==> config.mk <==
export PLATFORM = sky130hd
export DESIGN_NAME = uart_rx
export DESIGN_NICKNAME = d
export VERILOG_FILES = /design/src/rtl/uart_rx.sv
export SDC_FILE = /design/constraint.sdc
export NUM_CORES = 1
export LEC_CHECK = 0
export BUFFER_PORTS_ARGS = -buffer_cell sky130_fd_sc_hd__buf_2
export CAP_MARGIN = 20
export CORE_MARGIN = 5
export CORE_UTILIZATION = 60
export CTS_BUF_LIST = sky130_fd_sc_hd__clkbuf_2 sky130_fd_sc_hd__clkbuf_4 sky130_fd_sc_hd__clkbuf_8
export DETAILED_ROUTE_END_ITERATION = 6
export GPL_TIMING_DRIVEN = 0
export HOLD_SLACK_MARGIN = 0.1
export PLACE_DENSITY = 0.78
export SLEW_MARGIN = 5
export SYNTH_ARGS = -nofsm -noshare
export SYNTH_HDL_FRONTEND = slang
export SYNTH_SLANG_ARGS = --single-unit
==> constraint.sdc <==
create_clock -name clk -period 2 [get_ports clk]
set_input_delay 0.5 -clock clk [delete_from_list [all_inputs] [get_ports clk]]
set_output_delay 0.5 -clock clk [all_outputs]
set_load 0.05 [all_outputs]
==> src/rtl/uart_rx.sv <==
// uart_rx: oversampling UART receiver with optional even parity.
//
// The asynchronous rx line is synchronised, the start bit is confirmed at
// mid-bit, and data bits are shifted in LSB first, each sampled one bit
// period apart. A good stop bit loads the word and strobes valid; a low stop
// bit strobes frame_err and waits for the line to return high.
//
// Ports:
//   clk        in   sole clock, rising edge
//   rst        in   asynchronous active-high reset
//   rx         in   serial line, idle high, asynchronous to clk
//   data       out  last received word, updated only with valid
//   valid      out  one-cycle strobe: new word on data
//   parity_err out  parity mismatch, meaningful while valid is high
//   frame_err  out  one-cycle strobe: stop bit sampled low
//   busy       out  receiver is not idle
module uart_rx #(
    parameter int unsigned DATA_WIDTH   = 8,
    parameter int unsigned CLKS_PER_BIT = 16,
    parameter bit          PARITY_EN    = 1'b0
) (
    input  logic                  clk,
    input  logic                  rst,
    input  logic                  rx,
    output logic [DATA_WIDTH-1:0] data,
    output logic                  valid,
    output logic                  parity_err,
    output logic                  frame_err,
    output logic                  busy
);

    localparam int unsigned CntW = $clog2(CLKS_PER_BIT);
    localparam int unsigned IdxW = (DATA_WIDTH > 1) ? $clog2(DATA_WIDTH) : 1;

    localparam logic [CntW-1:0] HalfLast = CntW'(CLKS_PER_BIT / 2 - 1);
    localparam logic [CntW-1:0] BitLast  = CntW'(CLKS_PER_BIT - 1);
    localparam logic [IdxW-1:0] IdxLast  = IdxW'(DATA_WIDTH - 1);

    typedef enum logic [2:0] {
        StIdle,
        StStart,
        StData,
        StParity,
        StStop,
        StBreak
    } state_e;

    state_e                  state_q, state_d;
    logic                    rx_meta_q, rx_s_q;
    logic [CntW-1:0]         cnt_q, cnt_d;
    logic [IdxW-1:0]         idx_q, idx_d;
    logic [DATA_WIDTH-1:0]   shift_q, shift_d;
    logic                    perr_q, perr_d;
    logic [DATA_WIDTH-1:0]   data_q, data_d;
    logic                    valid_q, valid_d;
    logic                    parity_err_q, parity_err_d;
    logic                    frame_err_q, frame_err_d;
    logic                    busy_q, busy_d;

    // Two-flop synchroniser; resets to the idle (high) line level.
    always_ff @(posedge clk or posedge rst) begin
        if (rst) begin
            rx_meta_q <= 1'b1;
            rx_s_q    <= 1'b1;
        end else begin
            rx_meta_q <= rx;
            rx_s_q    <= rx_meta_q;
        end
    end

    always_comb begin
        state_d      = state_q;
        cnt_d        = cnt_q;
        idx_d        = idx_q;
        shift_d      = shift_q;
        perr_d       = perr_q;
        data_d       = data_q;
        valid_d      = 1'b0;
        parity_err_d = 1'b0;
        frame_err_d  = 1'b0;

        unique case (state_q)
            StIdle: begin
                if (!rx_s_q) begin
                    state_d = StStart;
                    cnt_d   = '0;
                end
            end
            StStart: begin
                // Mid-bit check: a line already back high was only a glitch.
                if (cnt_q == HalfLast) begin
                    cnt_d   = '0;
                    idx_d   = '0;
                    state_d = rx_s_q ? StIdle : StData;
                end else begin
                    cnt_d = cnt_q + CntW'(1);
                end
            end
            StData: begin
                if (cnt_q == BitLast) begin
                    cnt_d          = '0;
                    shift_d[idx_q] = rx_s_q;
                    idx_d          = idx_q + IdxW'(1);
                    if (idx_q == IdxLast) begin
                        state_d = PARITY_EN ? StParity : StStop;
                    end
                end else begin
                    cnt_d = cnt_q + CntW'(1);
                end
            end
            StParity: begin
                if (cnt_q == BitLast) begin
                    cnt_d   = '0;
                    // Even parity: data plus parity bit must hold an even count of ones.
                    perr_d  = (^shift_q) ^ rx_s_q;
                    state_d = StStop;
                end else begin
                    cnt_d = cnt_q + CntW'(1);
                end
            end
            StStop: begin
                if (cnt_q == BitLast) begin
                    cnt_d = '0;
                    if (rx_s_q) begin
                        data_d       = shift_q;
                        valid_d      = 1'b1;
                        parity_err_d = PARITY_EN && perr_q;
                        state_d      = StIdle;
                    end else begin
                        frame_err_d = 1'b1;
                        state_d     = StBreak;
                    end
                end else begin
                    cnt_d = cnt_q + CntW'(1);
                end
            end
            StBreak: begin
                // Wait out a held-low line so it is not mistaken for a start bit.
                if (rx_s_q) begin
                    state_d = StIdle;
                end
            end
            default: begin
                state_d = StIdle;
            end
        endcase

        busy_d = (state_d != StIdle);
    end

    always_ff @(posedge clk or posedge rst) begin
        if (rst) begin
            state_q      <= StIdle;
            cnt_q        <= '0;
            idx_q        <= '0;
            shift_q      <= '0;
            perr_q       <= 1'b0;
            data_q       <= '0;
            valid_q      <= 1'b0;
            parity_err_q <= 1'b0;
            frame_err_q  <= 1'b0;
            busy_q       <= 1'b0;
        end else begin
            state_q      <= state_d;
            cnt_q        <= cnt_d;
            idx_q        <= idx_d;
            shift_q      <= shift_d;
            perr_q       <= perr_d;
            data_q       <= data_d;
            valid_q      <= valid_d;
            parity_err_q <= parity_err_d;
            frame_err_q  <= frame_err_d;
            busy_q       <= busy_d;
        end
    end

    assign data       = data_q;
    assign valid      = valid_q;
    assign parity_err = parity_err_q;
    assign frame_err  = frame_err_q;
    assign busy       = busy_q;

endmodule

==> results of run 1 <==
[how the worst max path moves through the flow]
stage | cells after the start | slack (ps) | to | from
global route | 7 | 4 | cnt_q[3] | cnt_q[0]
CTS | 7 | 40 | cnt_q[3] | cnt_q[0]
finish | 7 | 90 | cnt_q[3] | cnt_q[0]
floorplan | 6 | 220 | busy | cnt_q[0]
detailed placement | 6 | 6 | busy | cnt_q[0]
global placement | 6 | 0.9 | data[0] | cnt_q[0]
[flip-flops by register name, indices dropped and copies added (netlist names)]
signal     flops
idx_q          3
data           8
shift_q        8
busy           1
cnt_q          4
valid          1
rx_s_q         1
frame_err      1
rx_meta_q      1
state_q        3
[final cells by class]
| cell class | count | area [um2] |
|---|---|---|
| fillers | 185 | 674 |
| repair buffers | 16 | 108 |
| flip-flops and latches | 31 | 779 |
| multi-input cells | 94 | 716 |
| clock buffers | 8 | 72.6 |
| plain buffers | 11 | 63.8 |
| inverters | 7 | 26.3 |
| well taps | 30 | 37.5 |
[synth_stat cells, drive strengths merged]
library cell  instances  share of area [%]
dfrtp                29                 47
mux2                 17                 12
buf                   9                3.6
nand2                 8                1.9
nor2                  8                2.1
inv                   7                1.7
nand3                 7                2.2
nor3                  6                2.2
o21ai                 5                1.6
a21oi                 4                1.3
nand4                 4                2.0
ha                    3                2.4
a211oi                2               0.96
a221o                 2                1.3
a311oi                2                1.1
and2                  2               0.80
and3                  2               0.80
clkbuf                2               0.48
dfstp                 2                3.4
mux2i                 2                1.3
nor3b                 2                1.3
or3                   2               0.80
a21o                  1               0.48
a22o                  1               0.56
a22oi                 1               0.48
a2bb2oi               1               0.56
a32oi                 1               0.56
and2b                 1               0.48
and3b                 1               0.56
conb                  1               0.24
nand2b                1               0.40
nand3b                1               0.48
nor2b                 1               0.40
o2111ai               1               0.56
o22ai                 1               0.40
o311ai                1               0.56
o32a                  1               0.64
or3b                  1               0.56
[placed cells by master, fill, tap and decap left out, types with 2 or more instances in the layout]
master / n
sky130_fd_sc_hd__nand2_1: 8
sky130_fd_sc_hd__and2_1: 2
sky130_fd_sc_hd__a21oi_1: 4
sky130_fd_sc_hd__and3_1: 2
sky130_fd_sc_hd__clkbuf_4: 6
sky130_fd_sc_hd__nand4_1: 3
sky130_fd_sc_hd__a221o_1: 2
sky130_fd_sc_hd__mux2i_1: 2
sky130_fd_sc_hd__a311oi_1: 2
sky130_fd_sc_hd__mux2_1: 5
sky130_fd_sc_hd__buf_4: 4
sky130_fd_sc_hd__ha_1: 3
sky130_fd_sc_hd__clkbuf_1: 2
sky130_fd_sc_hd__nor3_1: 4
sky130_fd_sc_hd__inv_1: 7
sky130_fd_sc_hd__dfstp_2: 2
sky130_fd_sc_hd__buf_2: 19
sky130_fd_sc_hd__or3_1: 2
sky130_fd_sc_hd__nor3_2: 2
sky130_fd_sc_hd__nor2_1: 7
sky130_fd_sc_hd__mux2_2: 12
sky130_fd_sc_hd__nand3_1: 6
sky130_fd_sc_hd__dfrtp_1: 28
sky130_fd_sc_hd__clkbuf_8: 2
sky130_fd_sc_hd__o21ai_0: 5
[where the power goes]
group | switching (W) | total [W] | internal (W)
clock network | 0.000201 | 0.000421 | 0.000220
logic | 0.000404 | 0.000683 | 0.000280
registers | 0.0000620 | 0.000766 | 0.000704
[timing repair]
item | CTS | global route
setup buffers | 0 | 2
hold endpoints to repair | 0 | 0
endpoints found under the setup margin | 2 | 7
resized for setup | 2 | 3
[per-stage QoR]
| stage | instances | total power (W) | util, % | setup slack (ps) |
|---|---|---|---|---|
| after floorplan | 143 | 0.00127 | - | 218 |
| after global placement | 186 | 0.00136 | 67.1 | 0.940 |
| after detailed placement | 187 | 0.00140 | 68.2 | 5.53 |
| after CTS | 195 | 0.00183 | 71.7 | 36.6 |
| after global routing | 197 | 0.00200 | 72.8 | 3.94 |
| final | 197 | 0.00187 | 72.8 | 87.8 |
[routing by layer]
metal | track usage [%] | up-vias | wire, um
li1 | - | 559 | -
met3 | 6.17 | 10 | 152
met2 | 32.1 | 36 | 1550
met5 | 0 | - | 0
met4 | 11.8 | 0 | 96
met1 | 24.2 | 578 | 1260
[cell families (layout without fill, tap and decap cells)]
group / after synthesis / after routing
other cells: 1 / 1
buf+inv: 18 / 42
fa+ha+maj: 3 / 3
compound gates: 24 / 24
mux: 19 / 19
simple gates: 47 / 47
flops: 31 / 31
==> results.txt, run 1 <==
The flow ran to the end, and the final reports show no timing, DRC or antenna violations. The simple-gate area share of the yosys netlist is between 10% and 20%. The share of the synthesized area in compound gates (AO/OA/AOI/OAI) is 11.1%. Of the cells placed in the final design, the portion with a size suffix greater than 1 is 32.9%. Global routing finished with a remaining overflow of 0. The path class of the tightest hold or removal check is in -> async. The post-synthesis adder-cell area fraction is under 10%. The cell that appears most often on the critical path is sky130_fd_sc_hd__buf_2. After layout, the worst path uses 95.6% of the clock period. The overall die area came out at around 3700 um2. Across all register-to-register paths, the minimum setup slack is about 90 ps. The net total in the final layout came out at ~170. The H-tree was split into 2 levels.

The number of nets still failing antenna checks after routing is 0. The pre-antenna-repair detailed-routing pass consisted of 4 iterations. Setup repair after global routing left no endpoint under its margin. The clock passes through at most 2 buffers.

The number of failing hold endpoints at the final stage came out at 0. Among cell families on the critical path, the largest total delay comes from compound AO/OA/AOI/OAI gates. The capturing element type of the critical path is a flop.

Across the run, the number of max-cap violations was 0. The I/O pin total came out at 15. The portion of netlist area occupied by mux cells came out at a little over an eighth. The worst register-to-register path begins at cnt_q[0]. Synthesis produced a netlist with a net count of 149. Counting every instance in the synthesized netlist gives about 140.

At the pin with the least slew margin, the transition time is around 640 ps. The count of different cell masters after synthesis came out at 45. The largest family of logic cells by synthesized area is simple AND/OR/NAND/NOR gates. Counting flops and latches in the post-synthesis netlist gives 31. The worst voltage drop across the vdd grid came out at approximately 0.9 mV. The post-route cell area came out at about 1800 um2. The placed instance area is between 1500 and 2000 um2. The buffering stage count on the worst path with inverters included came out at 2. In this run the static leakage power is 0.901 nW. The master of the slowest instance on the critical path is sky130_fd_sc_hd__dfrtp_2. Detailed placement ended at an HPWL of around 2100 um.

In this run the worst path has a maximum fanout of 9. The synthesis-to-layout area growth is 15.6%. The worst slew margin relative to its limit came out at between 50% and 60%. The share of synthesized area occupied by flip-flops and latches came out at about half. The number of cell rows came out at 18. The arrival time at the worst endpoint came out at around 2200 ps.

The accumulated negative setup slack came out at 0 ps. The count of buffers inserted at the top-level ports is 13. The area of the core came out at around 2500 um2. Using the TritonRoute via totals, the vias-per-cell ratio works out to approximately 6.

The synthesized-area fraction occupied by xor and xnor cells is 0%. The worst reg2reg path depth came out at 7. The delay of the slowest cell on the worst path came out at about 450 ps. The hold slack is ~230 ps.

The total setup violations reported at the end of the flow came out at 0. The wire length per cell is between 15 and 20 um. The total length of routed wires is 3050 um.

STA classifies the critical path startpoint as a flop. The number of antenna violations at the first check in global routing is 0. The endpoint identified for the worst register-to-register timing path is cnt_q[3].

Averaged over all synthesized cells, the footprint is between 10 and 15 um2. Once the floorplan was initialized, standard cells occupied between 60% and 70% of the core. The critical path in this run is classified as reg -> reg. The die is 61.0 um tall. The worst endpoint required time came out at between 2000 and 2500 ps. The global-route usage over all layers came out at about a fifth.

The CTS tree is yes. The worst setup skew after layout is approximately 17 ps. The antenna cell count is 0. The final max-slew violation count was 0.

The number of hold-repair buffers added at the cts stage came out at 0. The synthesis warning total came out at 0. The post-synthesis instance area came out at around 1600 um2. The highest achievable clock rate is approximately 520 MHz. The number of global-route vias before repair came to around 1,200. The horizontal die dimension came out at slightly above 60 um. The number of design rule violations left after detail routing is 0.

In this run, CTS created clock tree buffers numbering 5. The clock net sink count is 31. The clock slew seen by the registers of the worst setup and hold paths is ~100 ps. The worst path needs approximately 1900 ps of the cycle, external delays included.

The largest net degree at the start of global routing is 19. After the first detailed-routing iteration, the DRC count stood at 77. The last weighted congestion value of the routability-driven placer came out at 0.955.

The critical path goes through ha_1, buf_2, and3_1, buf_2, o32a_1, a211oi_2, a221o_1. The tree is rooted in a sky130_fd_sc_hd__clkbuf_4. For the worst-skew pair, the clock arrives at the later sink with an insertion delay of ~330 ps. The routed layout has around 1,200 vias.

The power per unit of standard cell area is just over 1000 nW/um2. The first-pass GRT wire length is ~5400 um.
No activity file was read; power rests on OpenSTA's default activity.
==> inputs of run 2 (changes only) <==
==> config.mk (replaced) <==
export PLATFORM = sky130hd
export DESIGN_NAME = uart_rx
export DESIGN_NICKNAME = d
export VERILOG_FILES = /design/src/rtl/uart_rx.sv
export SDC_FILE = /design/constraint.sdc
export NUM_CORES = 1
export LEC_CHECK = 0
export CAP_MARGIN = 20
export CORE_MARGIN = 5
export CORE_UTILIZATION = 63
export CTS_BUF_LIST = sky130_fd_sc_hd__clkbuf_2 sky130_fd_sc_hd__clkbuf_4 sky130_fd_sc_hd__clkbuf_8
export DETAILED_ROUTE_END_ITERATION = 6
export DONT_BUFFER_PORTS = 1
export GPL_TIMING_DRIVEN = 0
export HOLD_SLACK_MARGIN = 0.1
export PLACE_DENSITY = 0.76
export SLEW_MARGIN = 5
export SYNTH_ARGS = -nofsm -noshare
export SYNTH_HDL_FRONTEND = slang
export SYNTH_SLANG_ARGS = --single-unit
==> results.txt, run 2 (synthesized netlist as in run 1, its figures left out) <==
The run finished with clean final reports. Setup repair after global routing left no endpoint under its margin. The arrival time at the worst endpoint is 2180 ps (about the same). The worst endpoint required time was 2270 ps (about the same). The total via count in the routed design is 1,119 (-5.4%). The area of the core was 2430 um2 (-1.8%). The vertical die dimension came out at 59.8 um (-2.0%). The final cycle utilization of the critical path came out at 95.6% (about the same). The placed instance area came out at 1630 um2 (-3.8%). The wire length per cell came to 16.0 um (+3.1%). The number of cell rows is 18 (unchanged).

The path category of the worst min-delay check is in -> reg. The hold slack came out at 167 ps (-65.4 ps). The post-route cell area came to 1740 um2 (-3.3%).

The first-pass iteration count of the detailed router came out at 4 (unchanged). The number of failing hold endpoints at the final stage came out at 0 (unchanged). The final max-slew violation count was 0 (unchanged). The total setup violations reported at the end of the flow was 0 (unchanged). The highest achievable clock rate is 523 MHz (about the same).

The number of buffers on the longest clock path came out at 2 (unchanged). The count of buffers inserted at the top-level ports is 0 (-13). The largest fanout of any net on the critical path was 9 (unchanged). The global route total overflow is 0 (unchanged). The number of DRC violations after detailed-routing iteration 0 came out at 60 (-22%). The number of nets still failing antenna checks after routing came out at 0 (unchanged).

The worst setup skew after layout came out at 9.31 ps (-7.77 ps). The fraction of layout cells with a size suffix above 1 came out at 26.6% (-6.3 points). In the layout the commonest cells are 28 x sky130_fd_sc_hd__dfrtp_1, 12 x sky130_fd_sc_hd__mux2_2, 8 x sky130_fd_sc_hd__nand2_1, 7 x sky130_fd_sc_hd__inv_1, 7 x sky130_fd_sc_hd__nor2_1. The average vias per placed instance came to 6.08 (+1.3%). The overall die area came to 3570 um2 (-4.0%). The leakage power of the design was 0.828 nW (-8.0%).

The number of cells in the design after placement is 174 (-7.0%). The final non-filler cell total is 184 (-6.6%). The TritonCTS buffer count came out at 5 (unchanged). The number of antenna violations at the first check in global routing is 0 (unchanged).

The largest net degree at the start of global routing is 25 (+6). The number of levels the H-tree was split into came to 2 (unchanged). The antenna cell count came out at 0 (unchanged). The worst reg2reg path depth came out at 7 (unchanged).

The worst setup path is captured at a flop. The synthesis-to-layout area growth is 11.7%. STA classifies the critical path startpoint as a flop. The starting density of the core came to 64.1% (+1.2 points).

The global-route usage over all layers came to 19.5% (-0.68 points). The total design power came out at 0.00183 W (-2.2%). The number of global-route vias before repair is 1,101 (-5.9%).

The total length of routed wires is 2940 um (-3.7%). The clock slew seen by the registers of the worst setup and hold paths is 100 ps (about the same). The detailed placement HPWL was 2140 um (+1.5%). Along the worst hold path, the cell count comes to 0.

The I/O pin total is 15 (unchanged). The last weighted congestion value of the routability-driven placer is 0.811 (-15%). The net total in the final layout is 159 (-7.6%).

The power per unit of standard cell area came out at 1050 nW/um2 (+1.2%). The number of design rule violations left after detail routing came out at 0 (unchanged). The horizontal die dimension was 59.8 um (-2.0%). TritonCTS built the clock tree. The first-pass GRT wire length came out at 5090 um (-5.1%). The latest clock arrival within the worst-skew pair was 320 ps (about the same). Clock tree synthesis selected as its root buffer the cell sky130_fd_sc_hd__clkbuf_4. The setup path with the least slack is of type reg -> reg. The fraction of the core area covered by cells at the end of the flow came to 71.7% (-1.1 points). Leaving out fill and tap cells, the most frequent cell in the layout is sky130_fd_sc_hd__dfrtp_1. The final critical-path required period is 1910 ps (-0.905 ps). The clock net sink count came out at 31 (unchanged). The max-cap check violation count is 0 (unchanged). The fill cell instance count of the final layout is 188 (+1.6%). The worst voltage drop across the vdd grid came to 0.768 mV (-14%).
-- run 2: cell count changes in the layout (fill, tap and decap cells not counted) --
cell | before | now
sky130_fd_sc_hd__buf_2 | 19 | 5
sky130_fd_sc_hd__buf_4 | 4 | 3
sky130_fd_sc_hd__clkinvlp_4 | 0 | 1
sky130_fd_sc_hd__dlygate4sd3_1 | 0 | 1
-- run 2: where the power goes --
group | internal [W] | leakage [nW] | switching [W]
clock | 0.000205 | 0.0375 | 0.000202
sequential | 0.000704 | 0.409 | 0.0000971
combinational | 0.000264 | 0.382 | 0.000358
total | 0.00117 | 0.828 | 0.000657
-- run 2: worst paths after layout --
| kind | startpoint | to | slack [ps] |
|---|---|---|---|
| worst min-delay path | rx | rx_meta_q | 170 |
| max in group asynchronous | rst | rx_meta_q | 890 |
| worst max register to register | cnt_q[0] | cnt_q[3] | 90 |
| min in group asynchronous | rst | cnt_q[1] | 590 |
| worst min register to register | rx_meta_q | rx_s_q | 370 |
| worst max-delay path | cnt_q[0] | cnt_q[3] | 90 |
-- run 2: per-layer routing --
layer / vias to the layer above / part of all wire [%] / track usage (%)
met5: - / 0 / 0
met4: 0 / 1.6 / 9.18
met3: 5 / 4.8 / 6.26
met2: 22 / 52 / 32.4
met1: 553 / 41 / 22.7
li1: 539 / - / -
-- run 2: metrics by stage --
step	setup TNS [ps]	setup slack, ps
global placement	0	13.6
floorplan	0	218
detailed placement	-3.40	-3.40
finish	0	88.7
CTS	0	35.5
global route	0	4.13
-- run 2: timing repair --
| action | in CTS | in global routing |
|---|---|---|
| endpoints found under the hold margin | 6 | 0 |
| setup endpoints to repair | 1 | 6 |
| buffers inserted | 0 | 1 |
| hold buffers | 1 | 0 |
| gates resized for setup | 1 | 5 |
-- run 2: critical path: stages (launching register included) --
cell                       delay (ps)
sky130_fd_sc_hd__dfrtp_2          450
sky130_fd_sc_hd__ha_1             200
sky130_fd_sc_hd__buf_2            170
sky130_fd_sc_hd__and3_1           190
sky130_fd_sc_hd__clkbuf_4         170
sky130_fd_sc_hd__o32a_1           320
sky130_fd_sc_hd__a211oi_2         220
sky130_fd_sc_hd__a221o_1          130
-- run 2: cell type report --
type | instances | area, um2 | share of cell area [%]
repair buffers | 3 | 45.0 | 2.58
plain buffers | 11 | 66.3 | 3.80
well taps | 30 | 37.5 | 2.15
flip-flops and latches | 31 | 779 | 44.7
multi-input cells | 94 | 716 | 41.1
clock buffers | 7 | 65.1 | 3.73
inverters | 7 | 26.3 | 1.51
clock inverters | 1 | 7.51 | 0.431
==> inputs of run 3 (changes only) <==
--- a/config.mk
+++ b/config.mk
@@ -6,14 +6,14 @@
 export NUM_CORES = 1
 export LEC_CHECK = 0
 export CAP_MARGIN = 20
-export CORE_MARGIN = 5
-export CORE_UTILIZATION = 63
+export CORE_MARGIN = 3
+export CORE_UTILIZATION = 38
 export CTS_BUF_LIST = sky130_fd_sc_hd__clkbuf_2 sky130_fd_sc_hd__clkbuf_4 sky130_fd_sc_hd__clkbuf_8
 export DETAILED_ROUTE_END_ITERATION = 6
 export DONT_BUFFER_PORTS = 1
 export GPL_TIMING_DRIVEN = 0
 export HOLD_SLACK_MARGIN = 0.1
-export PLACE_DENSITY = 0.76
+export PLACE_DENSITY = 0.49
 export SLEW_MARGIN = 5
 export SYNTH_ARGS = -nofsm -noshare
 export SYNTH_HDL_FRONTEND = slang
==> results.txt, run 3 (synthesized netlist as in run 1, its figures left out) <==
The worst setup slack after layout came to 50.1 ps (-38.6 ps). The latest clock arrival within the worst-skew pair is 280 ps (-40 ps). The top cell types in the final layout, fill and taps aside, are 28 x sky130_fd_sc_hd__dfrtp_1, 12 x sky130_fd_sc_hd__mux2_2, 8 x sky130_fd_sc_hd__nand2_1.

The detailed placement HPWL came to 2150 um (+0.48%). STA classifies the critical path startpoint as a flop. The fraction of layout cells with a size suffix above 1 is 25.7% (-0.97 points). The fill cell instance count of the final layout is 375 (+99%). The starting density of the core came out at 41.1% (-23 points).

The max-cap check violation count came out at 0 (unchanged). The number of levels the H-tree was split into came out at 2 (unchanged). The delay of the slowest cell on the worst path is 450 ps (about the same). The wire length per cell is 15.1 um (-5.7%). The library cell used most frequently in the layout, excluding fill and tap cells, is sky130_fd_sc_hd__dfrtp_1. The worst setup path is of the reg -> reg kind. The highest achievable clock rate came to 513 MHz (-2.0%). CTS placed an instance of sky130_fd_sc_hd__clkbuf_8 at the clock tree root. The area of the core came to 3800 um2 (+56%). The leakage power of the design is 0.833 nW (+0.54%). The final cycle utilization of the critical path came out at 97.5% (+1.9 points).

The worst slew margin relative to its limit came out at about 64%. The number of global-route vias before repair is 1,092 (-0.82%). The transition time at the pin with the least slew margin is between 500 and 600 ps.

The last weighted congestion value of the routability-driven placer is 0.816 (+0.58%). TritonCTS built the clock tree. The total length of routed wires is 3010 um (+2.5%). The average vias per placed instance is 5.45 (-10%). The number of hold-repair buffers added at the cts stage came out at 0 (-1). The vertical die dimension came out at 70.1 um (+17%). From synthesis to final layout, the design area changed by 13.6%. The number of antenna violations at the first check in global routing came out at 0 (unchanged). The fraction of the core area covered by cells at the end of the flow is 46.6% (-25 points).

Setup repair after global routing could not meet its margin everywhere. The largest fanout of any net on the critical path was 9 (unchanged). The power per unit of standard cell area came out at 1100 nW/um2 (+4.3%).

The clock net sink count came to 31 (unchanged). Walking the worst path, the cells encountered are ha_1, buf_2, and3_1, buf_2, o32a_1, a211oi_2, a221o_1. The most numerous cell on the critical path is sky130_fd_sc_hd__buf_2.

The master of the slowest instance on the critical path is sky130_fd_sc_hd__dfrtp_2. The worst reg2reg path depth came out at 7 (unchanged). The arrival time at the worst endpoint came to 2160 ps (-20 ps). The worst setup timing slack at the placement stage is -77.8 ps (-74.4 ps). The clock slew seen by the registers of the worst setup and hold paths came out at 60 ps (-40 ps). The global-route usage over all layers is 13.7% (-5.8 points). The number of buffers on the longest clock path was 2 (unchanged). The worst setup path is captured at a flop. The run finished with clean final reports. The horizontal die dimension is 70.1 um (+17%). The total via count in the routed design is 1,090 (-2.6%). The total setup violations reported at the end of the flow came out at 0 (unchanged). The global route total overflow is 0 (unchanged).

The largest net degree at the start of global routing is 20 (-20%). The worst voltage drop across the vdd grid is 0.458 mV (-40%). The count of buffers inserted at the top-level ports is 0 (unchanged). The I/O pin total is 15 (unchanged). The number of design rule violations left after detail routing was 0 (unchanged).

The antenna cell count came to 0 (unchanged). The number of buffers inserted by post-CTS setup repair is 0 (unchanged). The TritonCTS buffer count was 5 (unchanged). The number of cell rows is 22 (+4). The worst endpoint required time was 2210 ps (-60 ps).

The worst setup skew after layout was 3.95 ps (-5.36 ps). The number of nets still failing antenna checks after routing came to 0 (unchanged). The area taken by multi-input logic gates came out at 711 um2 (-0.70%). The flip-flop and latch area is 779 um2 (unchanged). The number of failing hold endpoints at the final stage is 0 (unchanged).

The first-pass GRT wire length is 5320 um (+4.5%). The overall die area is 4910 um2 (+37%). The first-pass iteration count of the detailed router was 4 (unchanged). The final critical-path required period is 1950 ps (+38.6 ps). The path category of the worst min-delay check is in -> async. The number of DRC violations after detailed-routing iteration 0 came out at 58 (-3.3%). The net total in the final layout is 157 (-1.3%). The final max-slew violation count came out at 0 (unchanged).
[run 3: worst max-delay path, delay by kind of cell (launching register included)]
family                   cells  cell delay (ps)
AND/OR/NAND/NOR              1              180
AO/OA/AOI/OAI                3              710
flip-flops                   1              450
buffers and inverters        2              340
adder cells (fa/ha/maj)      1              210
[run 3: final timing paths]
kind	from	to	slack [ps]
setup / recovery	cnt_q[0]	cnt_q[3]	50
min in group clk	rx	rx_meta_q	210
hold reg to reg	rx_meta_q	rx_s_q	360
setup reg to reg	cnt_q[0]	cnt_q[3]	50
hold / removal	rst	data[2]	150
max in group asynchronous	rst	cnt_q[0]	1360
[run 3: where the power goes]
part | switching [W] | internal, W | leakage (nW)
Sequential | 0.000101 | 0.000705 | 0.409
Combinational | 0.000346 | 0.000250 | 0.373
Clock | 0.000225 | 0.000313 | 0.0505
Total | 0.000673 | 0.00127 | 0.833
[run 3: what timing repair did]
item,CTS,global route
endpoints found under the hold margin,0,0
endpoints found under the setup margin,8,7
cloned,0,0
gates resized for setup,1,3
[run 3: routing by layer]
metal  wire length (um)  vias up  GRT usage (%)
met4                 19        0           5.32
met1               1540      528           19.0
met5                  0        -              0
met3                143        2           4.32
met2               1310       28           19.8
li1                   -      532              -
[run 3: through the flow]
step	power (W)	hold slack, ps	instances	cell area [um2]	setup TNS (ps)
floorplan	0.00127	345	143	1560	0
global placement	0.00137	351	191	1620	-67.2
detailed placement	0.00139	347	192	1650	-318
CTS	0.00195	159	200	1760	0
global route	0.00208	184	200	1770	-22.8
finish	0.00194	145	200	1770	0
[run 3: cell type report]
type                    instances  area share [%]
flip-flops and latches         31            44.0
multi-input cells              94            40.1
clock buffers                   7            5.44
plain buffers                  11            3.60
well taps                      48            3.39
repair buffers                  1            1.55
inverters                       7            1.48
clock inverters                 1           0.424
